$ cat config.mk
export PLATFORM = sky130hd
export DESIGN_NAME = if_stage_flat
export DESIGN_NICKNAME = d
export VERILOG_FILES = /design/src/rtl/if_stage_if.sv /design/src/rtl/if_stage.sv /design/src/flat_wrapper.sv
export SDC_FILE = /design/constraint.sdc
export NUM_CORES = 1
export LEC_CHECK = 0
export CORE_ASPECT_RATIO = 1.2
export CORE_UTILIZATION = 52
export CTS_CLUSTER_SIZE = 24
export DETAILED_ROUTE_END_ITERATION = 8
export PLACE_DENSITY = 0.82
export REMOVE_ABC_BUFFERS = 1
export SLEW_MARGIN = 20
export SYNTH_ARGS = -nofsm -noshare
export SYNTH_HDL_FRONTEND = slang
export SYNTH_SLANG_ARGS = --single-unit
$ cat constraint.sdc
create_clock -name clk -period 8.36 [get_ports clk]
set_clock_uncertainty 0.2 [all_clocks]
set_input_delay 1.672 -clock clk [delete_from_list [all_inputs] [get_ports clk]]
set_output_delay 1.672 -clock clk [all_outputs]
set_load 0.02 [all_outputs]
$ cat src/rtl/if_stage_if.sv
// Instruction-memory request/response bus between the fetch stage and imem.
// One request in flight at a time; responses return in order.
interface if_stage_if;
    logic        imem_req;
    logic [31:0] imem_addr;
    logic        imem_ready;
    logic        imem_rvalid;
    logic [31:0] imem_rdata;

    modport master (
        output imem_req, imem_addr,
        input  imem_ready, imem_rvalid, imem_rdata
    );
    modport slave (
        input  imem_req, imem_addr,
        output imem_ready, imem_rvalid, imem_rdata
    );
endinterface

$ cat src/rtl/if_stage.sv
// RV32I instruction-fetch stage: one-outstanding imem fetch, 2-entry {PC,instr}
// buffer toward ID, redirect with discard of a stale in-flight response.
module if_stage #(
    parameter logic [31:0] RESET_PC  = 32'h0000_0000,
    parameter logic [31:0] NOP_INSTR = 32'h0000_0013
) (
    input  logic        clk,
    input  logic        rst,
    input  logic        stall,
    input  logic        branch_taken,
    input  logic [31:0] branch_target,
    if_stage_if.master  imem,
    output logic        instr_valid,
    output logic [31:0] instrCode,
    output logic [31:0] PC
);
    typedef struct packed {
        logic [31:0] pc;
        logic [31:0] instr;
    } fetch_ent_t;

    logic [31:0]     pc_q, pc_d;
    logic [31:0]     req_pc_q, req_pc_d;
    logic            outst_q, outst_d;
    logic            drop_q, drop_d;
    logic [1:0]      cnt_q, cnt_d;
    fetch_ent_t [1:0] fifo_q, fifo_d;

    logic       enq, deq, accept;
    logic [1:0] cnt_left;
    fetch_ent_t new_ent;

    assign instr_valid = (cnt_q != 2'd0);
    assign instrCode   = instr_valid ? fifo_q[0].instr : NOP_INSTR;
    assign PC          = instr_valid ? fifo_q[0].pc : 32'd0;

    assign deq      = instr_valid & ~stall;
    assign enq      = imem.imem_rvalid & outst_q & ~drop_q & ~branch_taken;
    assign cnt_left = cnt_q - {1'b0, deq};
    assign new_ent  = '{pc: req_pc_q, instr: imem.imem_rdata};

    // A request only goes out if its response is guaranteed a free slot,
    // counting this cycle's enqueue and dequeue.
    assign imem.imem_req = ~rst & ~branch_taken
                         & (~outst_q | imem.imem_rvalid)
                         & ~(drop_q & ~imem.imem_rvalid)
                         & (({1'b0, cnt_left} + {2'b00, enq}) < 3'd2);
    assign imem.imem_addr = pc_q;
    assign accept         = imem.imem_req & imem.imem_ready;

    always_comb begin
        pc_d     = pc_q;
        req_pc_d = req_pc_q;
        outst_d  = outst_q;
        drop_d   = drop_q;
        cnt_d    = cnt_q;
        fifo_d   = fifo_q;
        if (branch_taken) begin
            cnt_d = 2'd0;
            pc_d  = {branch_target[31:2], 2'b00};
            // An unanswered request now belongs to the wrong path.
            if (outst_q & ~imem.imem_rvalid) begin
                drop_d = 1'b1;
            end else begin
                outst_d = 1'b0;
                drop_d  = 1'b0;
            end
        end else begin
            if (accept) begin
                req_pc_d = pc_q;
                pc_d     = pc_q + 32'd4;
                outst_d  = 1'b1;
            end else if (imem.imem_rvalid) begin
                outst_d = 1'b0;
            end
            if (imem.imem_rvalid) drop_d = 1'b0;
            if (deq) fifo_d[0] = fifo_q[1];
            if (enq) begin
                if (cnt_left == 2'd0) fifo_d[0] = new_ent;
                else                  fifo_d[1] = new_ent;
            end
            cnt_d = cnt_left + {1'b0, enq};
        end
    end

    always_ff @(posedge clk or posedge rst) begin
        if (rst) begin
            pc_q     <= RESET_PC;
            req_pc_q <= 32'd0;
            outst_q  <= 1'b0;
            drop_q   <= 1'b0;
            cnt_q    <= 2'd0;
            fifo_q   <= '0;
        end else begin
            pc_q     <= pc_d;
            req_pc_q <= req_pc_d;
            outst_q  <= outst_d;
            drop_q   <= drop_d;
            cnt_q    <= cnt_d;
            fifo_q   <= fifo_d;
        end
    end
endmodule

$ cat src/flat_wrapper.sv
// flat-port wrapper written by rule: the top's interface ports become plain ports
module if_stage_flat 
#(
    parameter logic [31:0] RESET_PC  = 32'h0000_0000,
    parameter logic [31:0] NOP_INSTR = 32'h0000_0013
)
  (clk, rst, stall, branch_taken, branch_target, instr_valid, instrCode, PC, imem_imem_req, imem_imem_addr, imem_imem_ready, imem_imem_rvalid, imem_imem_rdata);
  if_stage_if imem_i ();
  input  logic clk;
  input  logic rst;
  input  logic stall;
  input  logic branch_taken;
  input  logic [31:0] branch_target;
  output logic instr_valid;
  output logic [31:0] instrCode;
  output logic [31:0] PC;
  output wire logic [$bits(imem_i.imem_req)-1:0] imem_imem_req;
  output wire logic [$bits(imem_i.imem_addr)-1:0] imem_imem_addr;
  input wire logic [$bits(imem_i.imem_ready)-1:0] imem_imem_ready;
  input wire logic [$bits(imem_i.imem_rvalid)-1:0] imem_imem_rvalid;
  input wire logic [$bits(imem_i.imem_rdata)-1:0] imem_imem_rdata;
  assign imem_imem_req = imem_i.imem_req;
  assign imem_imem_addr = imem_i.imem_addr;
  assign imem_i.imem_ready = imem_imem_ready;
  assign imem_i.imem_rvalid = imem_imem_rvalid;
  assign imem_i.imem_rdata = imem_imem_rdata;
  if_stage #(.RESET_PC(RESET_PC), .NOP_INSTR(NOP_INSTR)) u_core (.clk(clk), .rst(rst), .stall(stall), .branch_taken(branch_taken), .branch_target(branch_target), .imem(imem_i), .instr_valid(instr_valid), .instrCode(instrCode), .PC(PC));
endmodule
### Yosys cells after proc, flatten, opt, wreduce, memory -nomap -nowiden

Index checks and enable logic that the tools add are counted.

| storage, ports and cells | value |
|---|---|
| register bits | 196 |
| bits in latches | 0 |
| RAM bits | 0 |
| bits in read-only memories | 0 |
| bits of input ports | 70 |
| output and inout port bits | 98 |
| word-level logic and storage cells | 57 |
| memories kept | 0 |

| operators by class | value |
|---|---|
| add/sub/neg operators | 4 |
| multipliers | 0 |
| div/mod/pow operators | 0 |
| order comparisons | 1 |
| equal/unequal tests | 1 |
| shift operators | 0 |
| multiplexer cells | 14 |
| bitwise operators | 20 |
| reduce and logical (&&, ||, !) cells | 8 |

Operator list:

| operator | number |
|---|---|
| 2-to-1 mux 64 bit | 3 |
| 2-to-1 mux 32 bit | 4 |
| adder 32 x 3 -> 32 bit (second input constant) | 1 |
| AND 1 bit | 11 |
| inverter 1 bit | 8 |
| 2-to-1 mux 1 bit | 6 |
| nonzero test 2 bit | 3 |
| AND reduction 2 bit | 2 |
| adder 2 x 1 -> 3 bit | 1 |
| less-than comparator 3 x 2 -> 1 bit (second input constant) | 1 |
| AND reduction 3 bit | 1 |
| nonzero test 3 bit | 1 |
| adder 2 x 1 -> 2 bit | 1 |
| logical NOT 2 bit | 1 |
| 2-to-1 mux 2 bit | 1 |
| inequality test 2 bit (second input constant) | 1 |
| subtractor 2 x 1 -> 2 bit | 1 |
| bitwise OR 1 bit | 1 |

### Logic depth before layout (Yosys ltp)

Gate-level depths: netlist (run 1).

| depth | value |
|---|---|
| depth in word-level cells | 9 |
| depth in mapped cells | 15 |
| depth with buffers taken out | 13 |

### Least setup slack after synthesis (run 1)

OpenSTA, ideal clock, no wires.

| path | value |
|---|---|
| path type | input-to-output |
| from | input port stall |
| to | output port imem_imem_req |
| arrival time | 3.292 ns |
| required time | 6.488 ns |
| setup slack | 3.196 ns |
| cell stages on the path | 8 |
| path buffers | 0 |
| path through | nand2b_1 -> inv_1 -> ha_1 -> inv_1 -> ha_1 -> inv_1 -> ha_1 -> nor4b_1 |

| between the ends | value |
|---|---|
| word-level cells in the longest chain between the ends | 6 |

Ends and longest elaborated chain:

| item | RTL line | text |
|---|---|---|
| start, declared | flat_wrapper.sv:11 | `input logic stall;` |
| inverter 1 bit | if_stage.sv:37 | `assign deq = instr_valid & ~stall;` |
| AND 1 bit | if_stage.sv:37 |  |
| subtractor 2 x 1 -> 2 bit | if_stage.sv:39 | `assign cnt_left = cnt_q - {1'b0, deq};` |
| adder 2 x 1 -> 3 bit | if_stage.sv:47 | `& (({1'b0, cnt_left} + {2'b00, enq}) < 3'd2);` |
| less-than comparator 3 x 2 -> 1 bit | if_stage.sv:47 |  |
| AND 1 bit | if_stage.sv:47 |  |
| end, declared | flat_wrapper.sv:17 | `output wire logic [$bits(imem_i.imem_req)-1:0] imem_imem_req;` |

No other way between the ends.

### Worst setup path in the final report (run 1)

| path | value |
|---|---|
| from | input port branch_taken |
| to | output port imem_imem_req |

| between the ends | value |
|---|---|
| word-level cells in the longest chain between the ends | 5 |
| elaborated cells on any way between the ends | 8 |
| those cells by class | 1 x add/sub; 1 x order compare; 6 x bitwise |

Ends and longest elaborated chain:

| item | RTL line | text |
|---|---|---|
| start, declared | flat_wrapper.sv:12 | `input logic branch_taken;` |
| inverter 1 bit (no source line) * | n/a |  |
| AND 1 bit, on equally long branches | if_stage.sv:38, if_stage.sv:44 |  |
| adder 2 x 1 -> 3 bit / AND 1 bit (equally long branches) | if_stage.sv:47, if_stage.sv:45 |  |
| less-than comparator 3 x 2 -> 1 bit / AND 1 bit (equally long branches) | if_stage.sv:47, if_stage.sv:46 |  |
| AND 1 bit * | if_stage.sv:47 |  |

Mark *: on every way between the ends. The rest lies on a longest branch, timed or not.

==> results of run 1 <==
-- through the flow --
stage | total power [mW] | cell area [um2] | util [%]
floorplan | 2.37 | 8550 | -
global placement | 2.90 | 10500 | 64.2
detailed placement | 2.95 | 10500 | 64.2
CTS | 3.76 | 11100 | 67.8
global route | 3.97 | 11100 | 67.8
finish | 3.72 | 11100 | 67.8
-- worst max-delay path by stage --
| stage | depth (start not counted) | endpoint | slack, ns | startpoint |
|---|---|---|---|---|
| 3_5_place_dp | 8 | imem_imem_req | 2.22 | branch_taken |
| 3_3_place_gp | 8 | imem_imem_req | 2.32 | branch_taken |
| 4_1_cts | 8 | imem_imem_req | 2.20 | branch_taken |
| 2_1_floorplan | 7 | u_core.fifo_q[0] | 0.89 | stall |
| 5_1_grt | 8 | imem_imem_req | 2.08 | stall |
| 6_report | 8 | imem_imem_req | 2.24 | branch_taken |
-- flip-flops by register name, indices dropped and copies added, names as in the netlist --
name	count
u_core.fifo_q	126
u_core.imem.imem_addr	30
u_core.req_pc_q	30
u_core.cnt_q	2
u_core.drop_q	1
u_core.outst_q	1
-- Yosys cell counts (5+ instances only) --
cell	n	area, um2
a21oi_1	69	345
and2_1	62	388
buf_2	30	150
buf_4	6	45.0
clkbuf_1	16	60.1
dfrtp_1	190	4750
inv_1	11	41.3
mux2_2	63	709
mux2i_1	63	631
nand2_1	118	443
nand3_1	16	80.1
nand4_1	10	62.6
nor2_1	80	300
nor2b_1	6	37.5
nor3_1	6	30.0
o211ai_1	5	37.5
o21ai_0	26	130
o311ai_0	6	52.6
xor2_1	5	43.8
-- area by class of cell --
cell class / count / area (um2) / share of cell area (%)
repair buffers: 170 / 1680 / 15.1
multi-input cells: 589 / 3780 / 34.0
inverters: 11 / 48.8 / 0.439
flip-flops and latches: 190 / 4750 / 42.8
clock buffers: 17 / 425 / 3.83
well taps: 212 / 265 / 2.39
clock inverters: 15 / 161 / 1.45
-- layer usage --
layer	track usage (%)	vias up	wire length [um]
li1	-	3154	-
met1	29.9	3158	8540
met2	38.0	190	9480
met3	3.98	25	856
met4	8.51	0	362
met5	0	-	0
-- power groups by stage --
stage	Sequential (mW)	Combinational [mW]	Clock (mW)
5_1_grt	1.54	1.57	0.859
6_report	1.49	1.43	0.803
2_1_floorplan	1.48	0.893	0
3_3_place_gp	1.49	1.41	0
4_1_cts	1.49	1.45	0.819
3_5_place_dp	1.51	1.45	0
-- kinds of logic (layout without fill, tap and decap cells) --
| kind of cell | Yosys count | after routing | share of synthesized area, % |
|---|---|---|---|
| buf+inv | 67 | 213 | 3.53 |
| compound gates | 128 | 128 | 8.59 |
| other cells | 1 | 2 | 0.0425 |
| mux | 126 | 126 | 15.2 |
| flops | 190 | 190 | 53.9 |
| fa+ha+maj | 4 | 4 | 0.568 |
| simple gates | 321 | 321 | 17.3 |
| xor+xnor | 8 | 8 | 0.795 |
-- worst max-delay path: cells and delay by family --
| kind | cells | cell delay (ns) |
|---|---|---|
| buf+inv | 4 | 1.61 |
| simple gates | 2 | 0.59 |
| fa+ha+maj | 2 | 0.36 |
==> impl_metrics.env, run 1 <==
export IMPL_syn_area_um2=8810
export IMPL_final_nets=1053
export IMPL_ys_seq_elements=190
export IMPL_critPathArrivalTime_ns=4.25
export IMPL_insertedDiodeCount=0
export IMPL_numCtsBuffers=17
export IMPL_cts_sinks=190
export IMPL_first_global_vias=6229
export IMPL_clk_pin_slew_ns=0.07
export IMPL_cts_tree="yes"
export IMPL_p_per_area_nw_per_um2=335
export IMPL_p_leak_nw=5.25
export IMPL_tns_ns=0
export IMPL_vdd_drop_max_mv=0.239
export IMPL_yosysSeqAreaShare_pct=53.9
export IMPL_initial_core_util_pct=53.7
export IMPL_worst_slack_ns=2.24
export IMPL_post_cts_buffers=0
export IMPL_internal_power_mw=2.41
export IMPL_stdcell_count=1204
export IMPL_die_width_um=121
export IMPL_place_ws_ns=2.22
export IMPL_cts_resized=0
export IMPL_rsz0062_at_grt="no"
export IMPL_max_slew_margin_pct=29.9
export IMPL_place_inst=1172
export IMPL_holdPathEnd="u_core.req_pc_q[18]"
export IMPL_period_share_pct=73.2
export IMPL_post_drt_wl_per_cell_um=16.0
export IMPL_layout_cells_most_common_list="190 x dfrtp_1, 163 x clkdlybuf4s50_1, 118 x nand2_1, 78 x nor2_1, 69 x a21oi_1"
export IMPL_slowest_delay_ns=0.67
export IMPL_vias=6527
export IMPL_hold_viol=0
export IMPL_drcViolationCount=0
export IMPL_fillCellCount=1267
export IMPL_fmax_ghz=0.163
export IMPL_antenna_found_initial=0
export IMPL_r2r_setup_slack_ns=4.17
export IMPL_drv_cap=0
export IMPL_path_class="input port to output port"
export IMPL_clk_latency_ns=0.42
export IMPL_grt_start_max_net_pins=122
export IMPL_p_sw_mw=1.31
export IMPL_p_clk_share_pct=21.5
export IMPL_fin_crit_ns=6.12
export IMPL_drv_slew=0
export IMPL_worstPathRequired_ns=6.49
export IMPL_grt_pass1_wl_um=31100
export IMPL_first_pass_iters=5
export IMPL_final_common_cell="dfrtp_1"
export IMPL_p_comb_share_pct=38.4
export IMPL_reg2reg_to="u_core.imem.imem_addr[25]"
export IMPL_max_slew_worst_pin_slew_ns=1.05
export IMPL_holdCritPathClass="flop to flop"
export IMPL_die_area_um2=17500
export IMPL_hold_path_depth=2
export IMPL_cp_max_fo=46
export IMPL_finalSetupViolCount=0
export IMPL_antenna_left=0
export IMPL_drt_wl_total_um=19200
export IMPL_cts_root_buf="clkbuf_16"
export IMPL_seq_power_share_pct=40.0
export IMPL_cts_hold_buf=0
export IMPL_drt_initial_drc_count=387
export IMPL_core_region_area_um2=16400
export IMPL_synth_warnings=0
export IMPL_htreeDepth=4
export IMPL_io_buffers=163
export IMPL_sw_frac_of_total_pct=35.2
export IMPL_grt_use_total_pct=22.8
export IMPL_min_delay_start="u_core.req_pc_q[18]"
export IMPL_dp_hpwl_um=11900
export IMPL_synth_distinct_cells=49
export IMPL_die_h_um=145
export IMPL_clock_path_buffers=2
export IMPL_synth_cells=845
export IMPL_path_cells="clkdlybuf4s50_1 > buf_4 > and4bb_2 > ha_1 > inv_1 > ha_1 > nor4b_1 > clkdlybuf4s50_1"
export IMPL_cp_start_kind="input port"
export IMPL_timing_rr_start="u_core.cnt_q[1]"
export IMPL_area_growth_pct=26.2
export IMPL_end_kind="output port"
export IMPL_drt_vias_per_instance=5.42
export IMPL_hold_slack_ns=0.295
export IMPL_synth_edf_count=0
export IMPL_row_count=51
export IMPL_ff2ff_path_depth=11
export IMPL_slowest_stage="clkdlybuf4s50_1"
export IMPL_grt_overflow_total=0
export IMPL_gp_congestion=0.805
export IMPL_synth_main_ff_cell="dfrtp_1"
export IMPL_ios=168
export IMPL_avgSynthCellArea_um2=10.4
export IMPL_async_reset_ff_share_pct=100
export IMPL_layout_drive_gt1_share_pct=11.6
export IMPL_status="complete, no violations"
Power figures use the tool's default switching activity.
==> run 2, diff against run 1 <==
==> constraint.sdc (replaced) <==
create_clock -name clk -period 6.4 [get_ports clk]
set_clock_uncertainty 0.2 [all_clocks]
set_input_delay 1.28 -clock clk [delete_from_list [all_inputs] [get_ports clk]]
set_output_delay 1.28 -clock clk [all_outputs]
set_load 0.02 [all_outputs]
==> impl_metrics.env, run 2 (synthesis gave the netlist of run 1 again) <==
export IMPL_drv_cap=0
export IMPL_cts_resized=0
export IMPL_grt_overflow_total=0
export IMPL_critPathArrivalTime_ns=3.84
export IMPL_post_drt_wl_per_cell_um=16.2
export IMPL_fin_crit_ns=5.32
export IMPL_clk_pin_slew_ns=0.07
export IMPL_path_cells="clkdlybuf4s50_1 > nand2b_1 > inv_1 > ha_1 > xnor2_1 > ha_1 > nor4b_1 > clkdlybuf4s50_1"
export IMPL_htreeDepth=4
export IMPL_io_buffers=163
export IMPL_period_share_pct=83.1
export IMPL_cp_startpoint="stall"
export IMPL_cp_start_kind="input port"
export IMPL_worstPathRequired_ns=4.92
export IMPL_vdd_drop_max_mv=0.285
export IMPL_layout_cells_most_common_list="190 x dfrtp_1, 163 x clkdlybuf4s50_1, 118 x nand2_1, 79 x nor2_1, 69 x a21oi_1"
export IMPL_slowest_stage="clkdlybuf4s50_1"
export IMPL_total_power_mw=4.88
export IMPL_cts_sinks=190
export IMPL_slowest_delay_ns=0.67
export IMPL_place_inst=1176
export IMPL_row_count=51
export IMPL_die_area_um2=17500
export IMPL_top_register="u_core.fifo_q"
export IMPL_drt_initial_drc_count=444
export IMPL_post_dp_cell_area_um2=10600
export IMPL_largest_reg_flops=126
export IMPL_holdCritPathClass="flop to flop"
export IMPL_antenna_left=0
export IMPL_final_common_cell="dfrtp_1"
export IMPL_end_kind="output port"
export IMPL_internal_power_mw=3.18
export IMPL_timing_rr_start="u_core.cnt_q[1]"
export IMPL_p_comb_share_pct=38.5
export IMPL_max_slew_margin_pct=40.4
export IMPL_p_clk_share_pct=21.4
export IMPL_drcViolationCount=0
export IMPL_cts_root_buf="clkbuf_16"
export IMPL_drt_wl_total_um=19600
export IMPL_stdcell_count=1209
export IMPL_min_delay_start="u_core.req_pc_q[19]"
export IMPL_max_slew_worst_pin_slew_ns=0.894
export IMPL_status="complete, no violations"
export IMPL_antenna_found_initial=1
export IMPL_post_cts_buffers=0
export IMPL_seq_power_share_pct=40.0
export IMPL_cts_tree="yes"
export IMPL_core_region_area_um2=16400
export IMPL_first_global_vias=6274
export IMPL_p_sw_mw=1.70
export IMPL_rsz0062_at_grt="no"
export IMPL_initial_core_util_pct=53.7
export IMPL_sw_frac_of_total_pct=34.8
export IMPL_final_nets=1057
export IMPL_ios=168
export IMPL_dp_hpwl_um=12500
export IMPL_path_class="input port to output port"
export IMPL_clock_path_buffers=2
export IMPL_die_h_um=145
export IMPL_grt_start_max_net_pins=154
export IMPL_p_leak_nw=5.26
export IMPL_grt_pass1_wl_um=31400
export IMPL_die_width_um=121
export IMPL_p_per_area_nw_per_um2=437
export IMPL_clk_latency_ns=0.42
export IMPL_drv_slew=0
export IMPL_grt_use_total_pct=23.3
export IMPL_area_growth_pct=26.6
export IMPL_gp_congestion=0.798
export IMPL_numCtsBuffers=17
export IMPL_cts_hold_buf=0
export IMPL_cp_max_fo=3
export IMPL_layout_drive_gt1_share_pct=11.5
export IMPL_first_pass_iters=5
export IMPL_hold_viol=0
export IMPL_finalSetupViolCount=0
export IMPL_vias=6693
export IMPL_fmax_ghz=0.188
export IMPL_stdcell_area_um2=11200
export IMPL_tns_ns=0
export IMPL_drt_vias_per_instance=5.54
run 2: cell count changes in the layout (fill, tap and decap cells not counted), sizes merged:
cell,previous run,this run
clkbuf,17,23
clkinvlp,3,4
inv,15,11
diode,0,1
buf,7,11
clkinv,6,3
run 2: final timing paths:
check / slack [ns] / cells after the start / to
worst max register to register: 2.45 / 12 / u_core.imem.imem_addr[9]
worst min-delay path: 0.30 / 2 / u_core.req_pc_q[19]
min in group asynchronous: 1.25 / 2 / u_core.drop_q
worst max-delay path: 1.08 / 8 / imem_imem_req
max in group asynchronous: 3.66 / 3 / u_core.req_pc_q[20]
worst min register to register: 0.30 / 2 / u_core.req_pc_q[19]
run 2: area by class of cell:
cell class                      count  area (um2)
Multi-Input combinational cell    589        3780
Antenna cell                        1        2.50
Fill cell                        1268        5240
Tap cell                          212         265
Clock buffer                       23         478
Inverter                           11        53.8
Timing Repair Buffer              174        1710
Clock inverter                      9         109
Sequential cell                   190        4750
run 2: per-layer routing:
layer	share of wire [%]	vias up	global-route usage, %
met5	0	-	0
met4	2.6	0	11.0
met3	5.2	35	3.94
met2	50	220	38.2
met1	43	3272	30.2
li1	-	3166	-
run 2: through the flow:
step,hold WS (ns),util (%),setup WS (ns)
after detailed placement,0.283,64.4,1.08
after global placement,0.274,64.4,1.12
after floorplan,0.255,-,-0.682
final,0.298,68.0,1.08
after CTS,0.299,68.0,1.05
after global routing,0.318,68.0,0.865
run 2: worst max-delay path: cells and delay by family:
kind                     cells  cell delay [ns]
buffers and inverters        3             1.20
adder cells (fa/ha/maj)      2             0.46
AND/OR/NAND/NOR              2             0.43
XOR/XNOR                     1             0.48
run 2: power groups by stage:
stage          registers, mW  clock network [mW]  logic, mW
6_report                1.95                1.05       1.88
3_5_place_dp            1.97                   0       1.90
5_1_grt                 2.02                1.11       2.06
4_1_cts                 1.95                1.07       1.91
3_3_place_gp            1.94                   0       1.85
2_1_floorplan           1.93                   0       1.17
==> run 3, diff against run 2 <==
--- a/config.mk
+++ b/config.mk
@@ -6,10 +6,10 @@
 export NUM_CORES = 1
 export LEC_CHECK = 0
 export CORE_ASPECT_RATIO = 1.2
-export CORE_UTILIZATION = 52
+export CORE_UTILIZATION = 47
 export CTS_CLUSTER_SIZE = 24
 export DETAILED_ROUTE_END_ITERATION = 8
-export PLACE_DENSITY = 0.82
+export PLACE_DENSITY = 0.78
 export REMOVE_ABC_BUFFERS = 1
 export SLEW_MARGIN = 20
 export SYNTH_ARGS = -nofsm -noshare
==> constraint.sdc (replaced) <==
create_clock -name clk -period 4.7 [get_ports clk]
set_clock_uncertainty 0.2 [all_clocks]
set_input_delay 0.94 -clock clk [delete_from_list [all_inputs] [get_ports clk]]
set_output_delay 0.94 -clock clk [all_outputs]
set_load 0.02 [all_outputs]
==> impl_metrics.env, run 3 (synthesis gave the netlist of run 1 again) <==
export IMPL_drcViolationCount=0
export IMPL_path_cells="clkdlybuf4s50_1 > nand2b_1 > inv_1 > ha_1 > inv_1 > ha_1 > inv_1 > ha_1 > nor4b_1 > clkdlybuf4s50_1"
export IMPL_vdd_drop_max_mv=0.535
export IMPL_place_ws_ns=0.362
export IMPL_drv_slew=0
export IMPL_cts_sinks=190
export IMPL_post_dp_cell_area_um2=10700
export IMPL_vias=6546
export IMPL_cp_max_fo=2
export IMPL_p_clk_share_pct=21.9
export IMPL_area_growth_pct=27.7
export IMPL_first_pass_iters=5
export IMPL_cp_start_kind="input port"
export IMPL_rsz0062_at_grt="no"
export IMPL_max_slew_margin_pct=46.0
export IMPL_clk_pin_slew_ns=0.07
export IMPL_hold_viol=0
export IMPL_first_global_vias=6425
export IMPL_grt_overflow_total=0
export IMPL_p_per_area_nw_per_um2=595
export IMPL_row_count=54
export IMPL_gp_congestion=0.778
export IMPL_final_nets=1061
export IMPL_cp_top_family="buffers and inverters"
export IMPL_finalSetupViolCount=0
export IMPL_fin_crit_ns=4.33
export IMPL_critPathCapture="imem_imem_req"
export IMPL_antenna_found_initial=0
export IMPL_fmax_ghz=0.231
export IMPL_status="complete, no violations"
export IMPL_r2r_setup_slack_ns=1.17
export IMPL_clock_path_buffers=2
export IMPL_p_leak_nw=5.31
export IMPL_dp_hpwl_um=12500
export IMPL_internal_power_mw=4.37
export IMPL_grt_pass1_wl_um=32800
export IMPL_io_buffers=163
export IMPL_period_share_pct=92.2
export IMPL_seq_power_share_pct=39.6
export IMPL_antenna_left=0
export IMPL_die_h_um=152
export IMPL_grt_use_total_pct=21.5
export IMPL_top_register="u_core.fifo_q"
export IMPL_ios=168
export IMPL_total_power_mw=6.69
export IMPL_cts_hold_buf=0
export IMPL_layout_cells_most_common_list="190 x dfrtp_1, 163 x clkdlybuf4s50_1, 118 x nand2_1, 79 x nor2_1, 69 x a21oi_1"
export IMPL_p_comb_share_pct=38.5
export IMPL_timing_rr_start="u_core.cnt_q[0]"
export IMPL_largest_reg_flops=126
export IMPL_ff2ff_path_depth=14
export IMPL_max_slew_worst_pin_slew_ns=0.810
export IMPL_drt_wl_total_um=19800
export IMPL_cts_resized=0
export IMPL_core_region_area_um2=18200
export IMPL_insertedDiodeCount=0
export IMPL_path_class="input port to output port"
export IMPL_post_cts_buffers=0
export IMPL_slowest_delay_ns=0.65
export IMPL_numCtsBuffers=17
export IMPL_final_common_cell="dfrtp_1"
export IMPL_end_kind="output port"
export IMPL_cts_root_buf="clkbuf_16"
export IMPL_grt_start_max_net_pins=102
export IMPL_sw_frac_of_total_pct=34.7
export IMPL_die_area_um2=19300
export IMPL_stdcell_area_um2=11300
export IMPL_reg2reg_to="u_core.imem.imem_addr[10]"
export IMPL_clk_latency_ns=0.43
export IMPL_worstPathRequired_ns=3.56
export IMPL_drv_cap=0
export IMPL_htreeDepth=4
export IMPL_drt_initial_drc_count=474
export IMPL_cp_startpoint="stall"
export IMPL_tns_ns=0
export IMPL_critical_path_buf_inv_count=5
export IMPL_initial_core_util_pct=48.3
export IMPL_drt_vias_per_instance=5.35
export IMPL_critPathArrivalTime_ns=3.19
export IMPL_utilization_pct=61.7
export IMPL_layout_drive_gt1_share_pct=11.9
export IMPL_die_width_um=127
export IMPL_slowest_stage="clkdlybuf4s50_1"
export IMPL_hold_slack_ns=0.293
export IMPL_p_sw_mw=2.32
export IMPL_cts_tree="yes"
export IMPL_path_depth=10
export IMPL_holdCritPathClass="flop to flop"
export IMPL_place_inst=1192
export IMPL_post_drt_wl_per_cell_um=16.1
export IMPL_worst_slack_ns=0.366
export IMPL_stdcell_count=1224
[run 3: how the worst min path moves through the flow]
stage	startpoint	end	slack, ns	depth (start not counted)
6_report	u_core.req_pc_q[6]	u_core.req_pc_q[6]	0.29	2
5_1_grt	u_core.req_pc_q[18]	u_core.req_pc_q[18]	0.32	2
4_1_cts	u_core.req_pc_q[6]	u_core.req_pc_q[6]	0.30	2
3_5_place_dp	u_core.req_pc_q[22]	u_core.req_pc_q[22]	0.28	2
3_3_place_gp	u_core.req_pc_q[15]	u_core.req_pc_q[15]	0.28	2
2_1_floorplan	u_core.fifo_q[32]	u_core.fifo_q[32]	0.26	1
[run 3: metal layers]
layer  wire length (um)  track usage, %  share of wire [%]
met2               9810            36.2                 50
met5                  0               0                  0
met4                205            6.01                1.0
met1               8980            28.4                 45
met3                765            3.80                3.9
[run 3: layout make-up]
cell class,instances,area (um2)
sequential,190,4750
tap,224,280
multi-input combinational,589,3780
inverter,11,48.8
fill,1547,6990
clock buffer,20,437
clock inverter,12,159
timing repair buffer,178,1790
[run 3: power groups by stage]
stage / Combinational (mW) / Clock, mW / Sequential [mW]
finish: 2.57 / 1.47 / 2.65
global placement: 2.55 / 0 / 2.65
detailed placement: 2.60 / 0 / 2.69
global route: 2.83 / 1.56 / 2.75
floorplan: 1.59 / 0 / 2.63
CTS: 2.61 / 1.50 / 2.66
[run 3: worst min-delay path, stage by stage, from the launching register on]
cell	delay [ns]
dfrtp_1	0.35
nand2_1	0.05
nand2_1	0.05
